[src/rtl/control_satd_differences.sv]
// control_satd_differences
//   Sequences one pass over sixteen 64-bit slices of a pair of 1024-bit
//   operands and produces eight registered signed byte differences per slice
//   (ORG sample minus CUR sample) for a downstream SATD transform.
//
//   The control FSM runs IDLE -> RUN (16 cycles) -> DONE. DONE is terminal;
//   only rst leaves it. All outputs are Moore outputs decoded from state and
//   registers.
//
// Ports
//   clk          rising-edge clock for all state
//   rst          synchronous active-high reset (FSM, counter and differences)
//   ORG          eight unsigned original samples, sample k = ORG[8k+7:8k]
//   CUR          eight unsigned current samples,  sample k = CUR[8k+7:8k]
//   ENABLE_DIFF  high in RUN; the parent presents slice COUNTER on ORG/CUR
//   RESET_DIFF   high in IDLE; clears the difference registers
//   COUNTER      index of the current 64-bit slice, 0..15
//   diff_0..7    registered signed differences, range -255..+255
module control_satd_differences #(
  parameter int DATA_W = 8
) (
  input  logic                     clk,
  input  logic                     rst,
  input  logic [8*DATA_W-1:0]      ORG,
  input  logic [8*DATA_W-1:0]      CUR,
  output logic                     ENABLE_DIFF,
  output logic                     RESET_DIFF,
  output logic [3:0]               COUNTER,
  output logic signed [DATA_W:0]   diff_0,
  output logic signed [DATA_W:0]   diff_1,
  output logic signed [DATA_W:0]   diff_2,
  output logic signed [DATA_W:0]   diff_3,
  output logic signed [DATA_W:0]   diff_4,
  output logic signed [DATA_W:0]   diff_5,
  output logic signed [DATA_W:0]   diff_6,
  output logic signed [DATA_W:0]   diff_7
);

  localparam int LANES = 8;
  localparam logic [3:0] LAST_SLICE = 4'd15;

  typedef enum logic [1:0] {
    IDLE = 2'd0,
    RUN  = 2'd1,
    DONE = 2'd2
  } state_t;

  state_t state_q;
  state_t state_d;
  logic [3:0] cnt_q;

  logic signed [DATA_W:0] diff_p1 [LANES];

  // Zero-extending both operands by one bit makes the full -255..+255 range
  // representable, so the subtraction can never overflow.
  function automatic logic signed [DATA_W:0] lane_diff(
    input logic [DATA_W-1:0] a,
    input logic [DATA_W-1:0] b
  );
    return $signed({1'b0, a}) - $signed({1'b0, b});
  endfunction

  always_ff @(posedge clk) begin
    if (rst) begin
      state_q <= IDLE;
    end else begin
      state_q <= state_d;
    end
  end

  always_comb begin
    state_d = state_q;
    case (state_q)
      IDLE:    state_d = RUN;
      RUN:     if (cnt_q == LAST_SLICE) state_d = DONE;
      DONE:    state_d = DONE;
      default: state_d = IDLE;
    endcase
  end

  always_comb begin
    ENABLE_DIFF = 1'b0;
    RESET_DIFF  = 1'b0;
    case (state_q)
      IDLE:    RESET_DIFF  = 1'b1;
      RUN:     ENABLE_DIFF = 1'b1;
      default: ;
    endcase
  end

  // Slice counter: parked at 0 in IDLE, counts through RUN, and stops on the
  // last slice instead of wrapping so DONE keeps reporting 15.
  always_ff @(posedge clk) begin
    if (rst) begin
      cnt_q <= 4'd0;
    end else begin
      case (state_q)
        IDLE:    cnt_q <= 4'd0;
        RUN:     if (cnt_q != LAST_SLICE) cnt_q <= cnt_q + 4'd1;
        default: cnt_q <= cnt_q;
      endcase
    end
  end

  assign COUNTER = cnt_q;

  // Stage p0 -> p1: one-cycle registered difference per lane; clear wins
  // over load.
  always_ff @(posedge clk) begin
    for (int k = 0; k < LANES; k++) begin
      if (rst || RESET_DIFF) begin
        diff_p1[k] <= '0;
      end else if (ENABLE_DIFF) begin
        diff_p1[k] <= lane_diff(ORG[k*DATA_W +: DATA_W], CUR[k*DATA_W +: DATA_W]);
      end
    end
  end

  assign diff_0 = diff_p1[0];
  assign diff_1 = diff_p1[1];
  assign diff_2 = diff_p1[2];
  assign diff_3 = diff_p1[3];
  assign diff_4 = diff_p1[4];
  assign diff_5 = diff_p1[5];
  assign diff_6 = diff_p1[6];
  assign diff_7 = diff_p1[7];

endmodule

[config.mk]
export PLATFORM = sky130hd
export DESIGN_NAME = control_satd_differences
export DESIGN_NICKNAME = d
export VERILOG_FILES = /design/src/rtl/control_satd_differences.sv
export SDC_FILE = /design/constraint.sdc
export NUM_CORES = 1
export LEC_CHECK = 0
export BUFFER_PORTS_ARGS = -buffer_cell sky130_fd_sc_hd__buf_4
export CAP_MARGIN = 5
export CORE_UTILIZATION = 40
export CTS_BUF_LIST = sky130_fd_sc_hd__clkbuf_2
export CTS_CLUSTER_DIAMETER = 50
export DETAILED_ROUTE_END_ITERATION = 10
export PLACE_DENSITY = 0.73
export SYNTH_ARGS = -nofsm -noshare
export SYNTH_HDL_FRONTEND = slang
export SYNTH_SLANG_ARGS = --single-unit
[constraint.sdc]
create_clock -name clk -period 2.7 [get_ports clk]
set_input_delay 0.27 -clock clk [delete_from_list [all_inputs] [get_ports clk]]
set_output_delay 0.27 -clock clk [all_outputs]
set_load 0.03 [all_outputs]
==> results_dict.tcl <==
set metrics [dict create \
    status "complete, no violations" \
    dr_total_vias 5403 \
    worst_ep_arrival_ns 2.62 \
    setup.worst_path.end_class "flop" \
    switching_share_pct 43.4 \
    antenna_found_initial 1 \
    worst_clock_skew_ns 0.0324 \
    cts-buffers-inserted 9 \
    slew_viol_final 0 \
    met2_usage_pct 31.4 \
    seq_area_frac_synth_pct 37.2 \
    grt.total_usage_pct 18.5 \
    timing.max_slew.rel_slack_pct 66.6 \
    core.rowCount 44 \
    n_fill_cell 1387 \
    hold_path_class "in -> reg" \
    layout-drive-gt1-share_pct 29.2 \
    clk_lat_worst_skew_ns 0.58 \
    final_hold_viol_count 0 \
    chip_width_um 126 \
    drt-pass1-iter-count 6 \
    power_leakage_nw 3.79 \
    post-route-min-period_ns 2.16 \
    core_um2 14800 \
    maxClockFrequency_ghz 0.462 \
    timing.critical_path.buf_inv 2 \
    power.sequential.fraction_pct 35.1 \
    maximum_cell_stage_delay_along_the_critical_path_ns 0.57 \
    syn_to_final_growth_pct 31.1 \
    worst_path_max_delay_cell "sky130_fd_sc_hd__or3b_4" \
    synth.cell_area_um2 6130 \
    path_cells "inv_1, ha_1, or3b_4, buf_4, nor3b_1, a31oi_1, nand3_1" \
    clock_sinks 78 \
    path_clk_slew_ns 0.24 \
    final_min_period_over_clock_period_pct 80.1 \
    rsz0062_at_grt "no" \
    first_iter_violations 310 \
    worstSetupPathType "reg -> reg" \
    nNetsFinal 1056 \
    initial_utilization_pct 41.6 \
    boundaryPins 208 \
    cp_data_required_time_ns 3.16 \
    ir_worst_vdd_v 0.000373 \
    cts_resized 0 \
    timing.critical_path.from_type "flop" \
    multi_input_area_um2 3440 \
    synth_seq_cells 78 \
    number_of_vias_per_cell_after_detailed_routing 5.19 \
    syn_nets 856 \
    yosysWarnings 0 \
    cts_tree "yes" \
    timing.critical_path.max_delay_family "simple AND/OR/NAND/NOR gates" \
    cts_setup_buffers 0 \
    cts_root_buffer "sky130_fd_sc_hd__clkbuf_2" \
    clock_path_buffers 2 \
    routability_congestion 0.821 \
    power_report.internal_total_mw 3.33 \
    grt_pass1_wl_mm 23.8 \
    ant_nets 0 \
    synth_top_flop_cell "sky130_fd_sc_hd__edfxtp_1" \
    syn_inst 651 \
    clockPowerShare_pct 12.9 \
    final-seq-area_um2 2280 \
    detailed_place_hpwl_mm 11.0 \
    grtUsageMet1_pct 23.0 \
    final_layout_setup_total_negative_slack_ns 0 \
    grt_max_degree 40 \
    combinational_fraction_of_design_power_pct 52.0 \
    final_cells 1041 \
    number_of_setup_violations_in_the_final_report 0 \
    final_core_utilization_pct 54.5 \
    floorplan.die_area_um2 15800 \
    routed_wire_length_per_instance_um 14.0 \
    post-place-cells 1019 \
    grt_most_used_layer "met2" \
    max_slew.worst_pin.slew_ns 0.501 \
    gr-total-overflow 0 \
    remaining_drc_errors 0 \
    postRouteWirelength_mm 14.6 \
    yosys.cell_types.count 39 \
    port_buffers 207 \
    max-cap-violations 0 \
    power.switching_mw 2.55 \
    p_per_area_nw_per_um2 731 \
    async_reset_ff_share_pct 0 \
    synth_enable_flop_cells 72 \
    die_y_um 126 \
    globalRouteMet3Util_pct 3.70 \
    grt_pass1_vias 5071 \
    synth_area_per_cell_um2 9.42 \
    crit_fanout 19 \
    htree_levels 3 \
]
## synthesized netlist by cell type (18+ instances only)
| library cell | n | area (µm²) |
|---|---|---|
| sky130_fd_sc_hd__a211oi_1 | 21 | 158 |
| sky130_fd_sc_hd__a21oi_1 | 26 | 130 |
| sky130_fd_sc_hd__edfxtp_1 | 72 | 2160 |
| sky130_fd_sc_hd__ha_1 | 67 | 838 |
| sky130_fd_sc_hd__inv_1 | 76 | 285 |
| sky130_fd_sc_hd__nand2_1 | 18 | 67.6 |
| sky130_fd_sc_hd__nand3_1 | 25 | 125 |
| sky130_fd_sc_hd__nor2_1 | 45 | 169 |
| sky130_fd_sc_hd__nor2b_1 | 24 | 150 |
| sky130_fd_sc_hd__nor3_1 | 32 | 160 |
| sky130_fd_sc_hd__o21a_1 | 20 | 150 |
| sky130_fd_sc_hd__o21ai_0 | 44 | 220 |
## power groups by stage
stage / Sequential [mW] / Combinational (mW) / Clock [mW]
floorplan: 3.05 / 0.954 / 0
global placement: 2.09 / 3.05 / 0
detailed placement: 2.10 / 3.08 / 0
CTS: 2.07 / 3.09 / 0.777
global route: 2.11 / 3.27 / 0.816
finish: 2.06 / 3.06 / 0.758
## final timing paths
| kind | from | end | slack (ns) | cells past startpoint |
|---|---|---|---|---|
| worst min-delay path | CUR[16] | diff_p1[0][18] | 0.05 | 3 |
| worst max-delay path | state_q[1] | diff_p1[0][33] | 0.54 | 7 |
| worst max register to register | state_q[1] | diff_p1[0][33] | 0.54 | 7 |
| worst min register to register | state_q[1] | state_q[1] | 0.50 | 2 |
## flip-flops by register name (all words and copies together), names as in the netlist
| signal | cells |
|---|---|
| state_q | 2 |
| diff_p1 | 72 |
| COUNTER | 4 |
## metal layers
| layer | up-vias | wire [µm] |
|---|---|---|
| li1 | 2771 | - |
| met1 | 2444 | 6500 |
| met2 | 158 | 6920 |
| met3 | 30 | 781 |
| met4 | 0 | 401 |
| met5 | - | 0 |
## metrics by stage
stage	setup WS [ns]	hold slack, ns	power [mW]	instance area (µm²)
floorplan	0.455	0.339	4.00	6130
global placement	0.667	0.456	5.14	7850
detailed placement	0.593	0.480	5.17	7850
CTS	0.507	0.000244	5.93	8020
global route	0.351	0.00676	6.20	8040
finish	0.537	0.0481	5.88	8040
## worst min-delay path: stages
cell                     delay, ns
sky130_fd_sc_hd__buf_4        0.08
sky130_fd_sc_hd__ha_1         0.12
sky130_fd_sc_hd__nor2_1       0.04
## cells by family (layout without fill, tap and decap cells)
logic type,after synthesis,count (layout),synth area share (%)
AND/OR/NAND/NOR,233,233,22.7
multiplexers,4,4,0.673
buffers and inverters,104,309,6.94
other,0,1,0
AO/OA/AOI/OAI,157,157,16.2
flip-flops,78,78,37.2
adder cells (fa/ha/maj),75,75,16.3
## cell usage in the layout, fill, tap and decap left out, types with 20 or more instances in the layout
cell,count
sky130_fd_sc_hd__o21ai_0,44
sky130_fd_sc_hd__a211oi_1,21
sky130_fd_sc_hd__nor2b_1,24
sky130_fd_sc_hd__nand3_1,25
sky130_fd_sc_hd__edfxtp_1,72
sky130_fd_sc_hd__a21oi_1,26
sky130_fd_sc_hd__nor2_1,45
sky130_fd_sc_hd__buf_4,210
sky130_fd_sc_hd__nor3_1,32
sky130_fd_sc_hd__ha_1,67
sky130_fd_sc_hd__o21a_1,20
sky130_fd_sc_hd__inv_1,76
## area by class of cell
cell class	count	share of cell area, %
Clock buffer	9	0.560
Timing Repair Buffer	217	20.7
Antenna cell	1	0.0311
Multi-Input combinational cell	469	42.8
Tap cell	184	2.86
Inverter	76	3.55
Clock inverter	7	1.10
Sequential cell	78	28.4
## repair_timing
action                                  4_1_cts  5_1_grt
hold buffers                                  3        2
endpoints found under the setup margin        0        0
hold endpoints to repair                      8        2
(Power assumes the default switching activity.)
